==> src/rtl/mu0_pkg.sv <==
`default_nettype none
// ---------------------------------------------------------------------------
// mu0_pkg : opcodes, ALU function codes and FSM states for the MU0 controller
// Rev 1.0
// ---------------------------------------------------------------------------
package mu0_pkg;

  localparam int INSTR_COUNT_W = 16;

  localparam logic [3:0] OP_LDA = 4'h0;
  localparam logic [3:0] OP_STA = 4'h1;
  localparam logic [3:0] OP_ADD = 4'h2;
  localparam logic [3:0] OP_SUB = 4'h3;
  localparam logic [3:0] OP_JMP = 4'h4;
  localparam logic [3:0] OP_JGE = 4'h5;
  localparam logic [3:0] OP_JNE = 4'h6;
  localparam logic [3:0] OP_STP = 4'h7;

  localparam logic [1:0] ALU_Y   = 2'b00;
  localparam logic [1:0] ALU_ADD = 2'b01;
  localparam logic [1:0] ALU_INC = 2'b10;
  localparam logic [1:0] ALU_SUB = 2'b11;

  typedef enum logic [1:0] {
    FETCH = 2'd0,
    EXEC  = 2'd1,
    HALT  = 2'd2,
    FAULT = 2'd3
  } state_t;

  // LDA, STA, ADD and SUB are the only opcodes that touch memory in EXEC
  function automatic logic is_mem_op(input logic [3:0] f);
    return f <= OP_SUB;
  endfunction

endpackage
`default_nettype wire

==> src/rtl/mu0_control_if.sv <==
`default_nettype none
// ---------------------------------------------------------------------------
// mu0_control_if : control bundle between MU0 controller and datapath/memory
// Rev 1.0
// ---------------------------------------------------------------------------
interface mu0_control_if;
  import mu0_pkg::*;

  logic [3:0]               F;
  logic                     N;
  logic                     Z;
  logic                     Mem_ack;
  logic                     Addr_sel;
  logic                     X_sel;
  logic                     Y_sel;
  logic [1:0]               ALU_fs;
  logic                     Acc_En;
  logic                     PC_En;
  logic                     IR_En;
  logic                     Mem_rd;
  logic                     Mem_wr;
  logic                     Halted;
  logic                     Fault;
  logic [INSTR_COUNT_W-1:0] Instr_count;

  modport master (
    input  F, N, Z, Mem_ack,
    output Addr_sel, X_sel, Y_sel, ALU_fs, Acc_En, PC_En, IR_En,
           Mem_rd, Mem_wr, Halted, Fault, Instr_count
  );

  modport slave (
    output F, N, Z, Mem_ack,
    input  Addr_sel, X_sel, Y_sel, ALU_fs, Acc_En, PC_En, IR_En,
           Mem_rd, Mem_wr, Halted, Fault, Instr_count
  );

endinterface
`default_nettype wire

==> src/rtl/mu0_ack_timer.sv <==
`default_nettype none
// ---------------------------------------------------------------------------
// mu0_ack_timer : memory wait counter with timeout compare (TIMEOUT=0 disables)
// Rev 1.0
// ---------------------------------------------------------------------------
module mu0_ack_timer #(
  parameter int TIMEOUT = 15
) (
  input  logic clk,
  input  logic nReset,
  input  logic active,
  input  logic ack,
  output logic expired
);

  localparam int            W     = (TIMEOUT > 0) ? $clog2(TIMEOUT + 1) : 1;
  localparam logic [W-1:0]  LIMIT = W'(TIMEOUT);

  logic [W-1:0] cnt;

  // Clearing on ack means the next access (FETCH or memory EXEC) starts at zero
  always_ff @(posedge clk) begin
    if (!nReset) begin
      cnt <= '0;
    end else if (active) begin
      if (ack)
        cnt <= '0;
      else if (cnt != LIMIT)
        cnt <= cnt + W'(1);
    end
  end

  assign expired = (TIMEOUT != 0) && active && !ack && (cnt == LIMIT);

endmodule
`default_nettype wire

==> src/rtl/mu0_control.sv <==
`default_nettype none
// ---------------------------------------------------------------------------
// mu0_control : fetch/execute sequencer driving the 12-bit MU0 datapath
// Rev 1.0
// ---------------------------------------------------------------------------
module mu0_control
  import mu0_pkg::*;
#(
  parameter int                       TIMEOUT    = 15,
  parameter logic [INSTR_COUNT_W-1:0] COUNT_INIT = '0
) (
  input  logic          Clk,
  input  logic          nReset,
  mu0_control_if.master bus
);

  state_t                   state;
  logic                     run;
  logic [INSTR_COUNT_W-1:0] count;
  logic                     live;
  logic                     mem_op;
  logic                     access;
  logic                     expired;
  logic                     retire;

  // run holds everything idle for the cycle in which nReset is first seen high
  assign live   = run & nReset;
  assign mem_op = is_mem_op(bus.F);
  assign access = live && ((state == FETCH) || (state == EXEC && mem_op));

  mu0_ack_timer #(
    .TIMEOUT (TIMEOUT)
  ) u_timer (
    .clk     (Clk),
    .nReset  (nReset),
    .active  (access),
    .ack     (bus.Mem_ack),
    .expired (expired)
  );

  always_comb begin
    retire = 1'b0;
    if (live && state == EXEC && !bus.F[3])
      retire = mem_op ? bus.Mem_ack : 1'b1;
  end

  always_ff @(posedge Clk) begin
    if (!nReset) begin
      run   <= 1'b0;
      state <= FETCH;
      count <= COUNT_INIT;
    end else begin
      run <= 1'b1;
      if (run) begin
        unique case (state)
          FETCH: begin
            if (bus.Mem_ack)
              state <= EXEC;
            else if (expired)
              state <= FAULT;
          end
          EXEC: begin
            if (bus.F[3])
              state <= FAULT;
            else if (bus.F == OP_STP)
              state <= HALT;
            else if (!mem_op || bus.Mem_ack)
              state <= FETCH;
            else if (expired)
              state <= FAULT;
          end
          HALT:  state <= HALT;
          FAULT: state <= FAULT;
        endcase
        if (retire)
          count <= count + INSTR_COUNT_W'(1);
      end
    end
  end

  always_comb begin
    bus.Addr_sel    = 1'b0;
    bus.X_sel       = 1'b0;
    bus.Y_sel       = 1'b0;
    bus.ALU_fs      = ALU_Y;
    bus.Acc_En      = 1'b0;
    bus.PC_En       = 1'b0;
    bus.IR_En       = 1'b0;
    bus.Mem_rd      = 1'b0;
    bus.Mem_wr      = 1'b0;
    bus.Halted      = 1'b0;
    bus.Fault       = 1'b0;
    bus.Instr_count = live ? count : '0;
    if (live) begin
      unique case (state)
        FETCH: begin
          bus.Mem_rd = 1'b1;
          bus.X_sel  = 1'b1;
          bus.ALU_fs = ALU_INC;
          bus.IR_En  = bus.Mem_ack;
          bus.PC_En  = bus.Mem_ack;
        end
        EXEC: begin
          case (bus.F)
            OP_LDA, OP_ADD, OP_SUB: begin
              bus.Mem_rd   = 1'b1;
              bus.Addr_sel = 1'b1;
              bus.Acc_En   = bus.Mem_ack;
              bus.ALU_fs   = (bus.F == OP_ADD) ? ALU_ADD :
                             (bus.F == OP_SUB) ? ALU_SUB : ALU_Y;
            end
            OP_STA: begin
              bus.Mem_wr   = 1'b1;
              bus.Addr_sel = 1'b1;
            end
            OP_JMP: begin
              bus.Y_sel = 1'b1;
              bus.PC_En = 1'b1;
            end
            OP_JGE: begin
              bus.Y_sel = 1'b1;
              bus.PC_En = ~bus.N;
            end
            OP_JNE: begin
              bus.Y_sel = 1'b1;
              bus.PC_En = ~bus.Z;
            end
            default: ;
          endcase
        end
        HALT:  bus.Halted = 1'b1;
        FAULT: bus.Fault  = 1'b1;
      endcase
    end
  end

endmodule
`default_nettype wire

==> src/flat_wrapper.sv <==
// flat-port wrapper written by rule: the top's interface ports become plain ports
module mu0_control_flat import mu0_pkg::*;
#(
  parameter int                       TIMEOUT    = 15,
  parameter logic [INSTR_COUNT_W-1:0] COUNT_INIT = '0
)
  (Clk, nReset, bus_F, bus_N, bus_Z, bus_Mem_ack, bus_Addr_sel, bus_X_sel, bus_Y_sel, bus_ALU_fs, bus_Acc_En, bus_PC_En, bus_IR_En, bus_Mem_rd, bus_Mem_wr, bus_Halted, bus_Fault, bus_Instr_count);
  mu0_control_if bus_i ();
  input  logic Clk;
  input  logic nReset;
  input wire logic [$bits(bus_i.F)-1:0] bus_F;
  input wire logic [$bits(bus_i.N)-1:0] bus_N;
  input wire logic [$bits(bus_i.Z)-1:0] bus_Z;
  input wire logic [$bits(bus_i.Mem_ack)-1:0] bus_Mem_ack;
  output wire logic [$bits(bus_i.Addr_sel)-1:0] bus_Addr_sel;
  output wire logic [$bits(bus_i.X_sel)-1:0] bus_X_sel;
  output wire logic [$bits(bus_i.Y_sel)-1:0] bus_Y_sel;
  output wire logic [$bits(bus_i.ALU_fs)-1:0] bus_ALU_fs;
  output wire logic [$bits(bus_i.Acc_En)-1:0] bus_Acc_En;
  output wire logic [$bits(bus_i.PC_En)-1:0] bus_PC_En;
  output wire logic [$bits(bus_i.IR_En)-1:0] bus_IR_En;
  output wire logic [$bits(bus_i.Mem_rd)-1:0] bus_Mem_rd;
  output wire logic [$bits(bus_i.Mem_wr)-1:0] bus_Mem_wr;
  output wire logic [$bits(bus_i.Halted)-1:0] bus_Halted;
  output wire logic [$bits(bus_i.Fault)-1:0] bus_Fault;
  output wire logic [$bits(bus_i.Instr_count)-1:0] bus_Instr_count;
  assign bus_i.F = bus_F;
  assign bus_i.N = bus_N;
  assign bus_i.Z = bus_Z;
  assign bus_i.Mem_ack = bus_Mem_ack;
  assign bus_Addr_sel = bus_i.Addr_sel;
  assign bus_X_sel = bus_i.X_sel;
  assign bus_Y_sel = bus_i.Y_sel;
  assign bus_ALU_fs = bus_i.ALU_fs;
  assign bus_Acc_En = bus_i.Acc_En;
  assign bus_PC_En = bus_i.PC_En;
  assign bus_IR_En = bus_i.IR_En;
  assign bus_Mem_rd = bus_i.Mem_rd;
  assign bus_Mem_wr = bus_i.Mem_wr;
  assign bus_Halted = bus_i.Halted;
  assign bus_Fault = bus_i.Fault;
  assign bus_Instr_count = bus_i.Instr_count;
  mu0_control #(.TIMEOUT(TIMEOUT), .COUNT_INIT(COUNT_INIT)) u_core (.Clk(Clk), .nReset(nReset), .bus(bus_i));
endmodule
==> config.mk <==
export PLATFORM = sky130hd
export DESIGN_NAME = mu0_control_flat
export DESIGN_NICKNAME = d
export VERILOG_FILES = /design/src/rtl/mu0_pkg.sv /design/src/rtl/mu0_control_if.sv /design/src/rtl/mu0_ack_timer.sv /design/src/rtl/mu0_control.sv /design/src/flat_wrapper.sv
export SDC_FILE = /design/constraint.sdc
export NUM_CORES = 1
export LEC_CHECK = 0
export ABC_AREA = 0
export CAP_MARGIN = 20
export CORE_ASPECT_RATIO = 1.2
export CORE_MARGIN = 10
export CORE_UTILIZATION = 25
export CTS_CLUSTER_SIZE = 24
export DETAILED_ROUTE_END_ITERATION = 8
export SLEW_MARGIN = 0
export SYNTH_ARGS = -nofsm -noshare
export SYNTH_HDL_FRONTEND = slang
export SYNTH_SLANG_ARGS = --single-unit
==> constraint.sdc <==
create_clock -name Clk -period 4.4 [get_ports Clk]
set_clock_uncertainty 0.1 [all_clocks]
set_input_delay 0.88 -clock Clk [delete_from_list [all_inputs] [get_ports Clk]]
set_output_delay 0.88 -clock Clk [all_outputs]
set_load 0.005 [all_outputs]
==> flow_summary_export.csv <==
group,metric,value,unit
critical_path,end_kind,"output port",
placed_design,post_dp_cell_area,0.001754,sq mm
yosys,synth_nets,185,
cts,postCtsHoldBufs,0,
pwr,peakVddDrop,0.1013,mV
detailed_routing,dr.pass1.iters,4,
global_routing,antenna_found_initial,0,
cts,h-tree-depth,1,
yosys,synth_edf_count,0,
critical_path,cp-start-kind,"input pin",
pwr,total_power,394.3,uW
sta,finalHoldViolations,0,
finish,fin_area,0.001803,sq mm
floorplanning,fp.dieH,101.1,microns
sta,worst_pin_slew,0.6247,ns
floorplanning,dieArea,0.008847,sq mm
critical_path,cp.arrival,2.72,ns
global_routing,grt_use_total,8.371,%
detailed_routing,wl_per_cell,13.77,microns
pwr,p_comb_share,11.0,%
detailed_routing,top_layer_used,"met4",
pwr,sequentialPowerShare,54.8,%
finish,area_growth,31.72,%
cts,clk_latency,0.27,ns
yosys,yosysUniqueCellTypes,41,
global_routing,grt_pass1_vias,1313,
yosys,yosys-top-cells-count,"dfxtp_1, nand2_1, a21oi_1, nor2_1, and3_1",
cts,tritoncts,"done",
yosys,avgSynthCellArea,7.867,sq um
yosys,synth_top_area_cell,"dfxtp_1",
yosys,yosys_warnings,0,
pwr,p_int,294.4,uW
sta,max_slew_margin,58.30,%
pwr,p_switching,99.89,uW
cts,numCtsBuffers,3,
cts,clockBufferDepth,2,
sta,setup_viol_count_final,0,
pwr,power_frac_clock,34.2,%
floorplanning,fp-row-count,29,
placed_design,portBuffers,36,
detailed_routing,routed-wl-met2,1562,microns
finish,fin_nets,216,
finish,antenna_cells,0,
detailed_routing,ant_nets,0,
flow_run,cap_violations,0,
yosys,synth.most_common_cell,"dfxtp_1",
sta,fin_crit,3.703,ns
pwr,powerDensity,218.7,mW/mm^2
detailed_routing,routed_wl,3662,microns
floorplanning,initial_utilization,25.84,%
detailed_routing,drt_iter0_drc,61,
detailed_routing,vias,1375,
cts,clk_pin_slew,0.08,ns
yosys,seq_area_frac_synth,33.64,%
pwr,power_leakage,0.6444,nW
placed_design,post-dp-hpwl,2704,microns
sta,rsz0062_at_grt,"no",
finish,final_cells,266,
cts,cts_setup_buffers,0,
critical_path,setup.worst_path.class,"in -> out",
yosys,synthTopCellsByArea,"dfxtp_1, and3_1, a21oi_1, nand2_1, nor2_1",
global_routing,grt_pass1_wl,6182,microns
sta,finalMaxSlewViolations,0,
critical_path,critical_path_required,3.42,ns
floorplanning,core,0.005298,sq mm
detailed_routing,vias_per_cell,5.169,
sta,tns,0,ns
cts,cts_sinks,23,
global_routing,gr-total-overflow,0,
yosys,ys_ff_latch,23,
pwr,netSwitchingFraction,25.33,%
hold_path,hold_path_class,"reg -> reg",
placed_design,placed_cells,262,
yosys,synth_ff_type,"dfxtp_1",
yosys,synth_area,0.001369,sq mm
critical_path,path_max_fanout,7,
floorplanning,num_io_pins,37,
status,status,"complete, no violations",
detailed_routing,wirelength_met1,1641,microns
cts,cts-root-buf,"clkbuf_8",
finish,layout-drive-gt1-share,7.353,%
yosys,synthCells,174,
sta,finalCritPeriodShare,84.16,%
cts,post_cts_resized,0,
floorplanning,fp.dieW,87.55,microns
global_routing,grt_max_degree,23,
sta,fmax,0.2701,GHz
placed_design,routabilityCongestion,0.7583,
yosys,synthArstFlopShare,0,%
yosys,synth.top_cell.area_share,33.64,%
detailed_routing,routed-wl-met3,404,microns
detailed_routing,post-route-drc-count,0,
-- registers in the layout, summed over array words and instances (netlist names) --
| register | cells |
|---|---|
| u_core.u_timer.cnt | 4 |
| u_core.state | 2 |
| u_core.run | 1 |
| u_core.count | 16 |
-- kinds of logic (layout without fill, tap and decap cells) --
kind of cell    Yosys count  in the layout  share of synthesized area, %
compound gates           31             31                         13.80
xor+xnor                  4              4                         2.559
fa+ha+maj                 2              2                         1.828
buf+inv                  18             48                         6.307
flops                    23             23                         33.64
mux                       5              5                         3.656
simple gates             91             91                         38.21
-- area by class of cell --
type	count	area [sq um]
fillers	561	3495
multi-input cells	133	822.0
flip-flops and latches	23	460.4
repair buffers	37	367.9
well taps	62	77.57
clock buffers	3	41.29
inverters	7	26.28
clock inverters	1	7.507
-- placed cells by master, fill, tap and decap left out, types with 3 or more instances in the layout --
| cell type | n |
|---|---|
| nor2_1 | 14 |
| or4_1 | 4 |
| and3_1 | 12 |
| and3_2 | 3 |
| dfxtp_1 | 23 |
| or3_1 | 3 |
| nand2b_1 | 5 |
| o31ai_1 | 3 |
| xnor2_1 | 4 |
| mux2i_1 | 5 |
| clkdlybuf4s50_1 | 36 |
| nand3_1 | 4 |
| nand3b_1 | 3 |
| o21ai_0 | 6 |
| clkbuf_8 | 3 |
| nor3_1 | 5 |
| inv_1 | 7 |
| nand4_1 | 5 |
| a21oi_1 | 14 |
| nor4_1 | 4 |
| nand2_1 | 16 |
-- worst max-delay path, stage by stage --
cell and delay, ns:
clkdlybuf4s50_1 0.51, nor3b_1 0.28, nand3_1 0.16, nor2_1 0.21, and3_1 0.18, clkdlybuf4s50_1 0.50
-- worst paths after layout --
check                         from               end  slack, ns  cells past startpoint
hold reg to reg   u_core.count[15]  u_core.count[15]       0.36                      1
setup reg to reg        u_core.run   u_core.count[9]       1.97                      4
setup / recovery          bus_F[3]        bus_Acc_En       0.70                      6
hold / removal    u_core.count[15]  u_core.count[15]       0.36                      1
-- layer usage --
metal	global-route usage, %	up-vias
met3	3.964	8
met5	0	-
met2	12.22	39
met1	9.855	631
li1	-	697
met4	4.423	0
-- power groups by stage --
stage | Sequential [mW] | Combinational (mW) | Clock, mW
6_report | 0.216 | 0.0434 | 0.135
5_1_grt | 0.217 | 0.0484 | 0.146
4_1_cts | 0.216 | 0.0438 | 0.138
3_5_place_dp | 0.221 | 0.0435 | 0
3_3_place_gp | 0.221 | 0.0434 | 0
2_1_floorplan | 0.217 | 0.0273 | 0
-- stage by stage --
stage / util, % / setup WS, ns / hold slack, ns
after CTS: 34.03 / 0.7037 / 0.3674
after global placement: 33.11 / 0.7723 / 0.3380
after floorplan: - / 1.833 / 0.3277
after global routing: 34.03 / 0.5373 / 0.3917
final: 34.03 / 0.6970 / 0.3622
after detailed placement: 33.11 / 0.7137 / 0.3548
No activity file was read; power rests on OpenSTA's default activity.
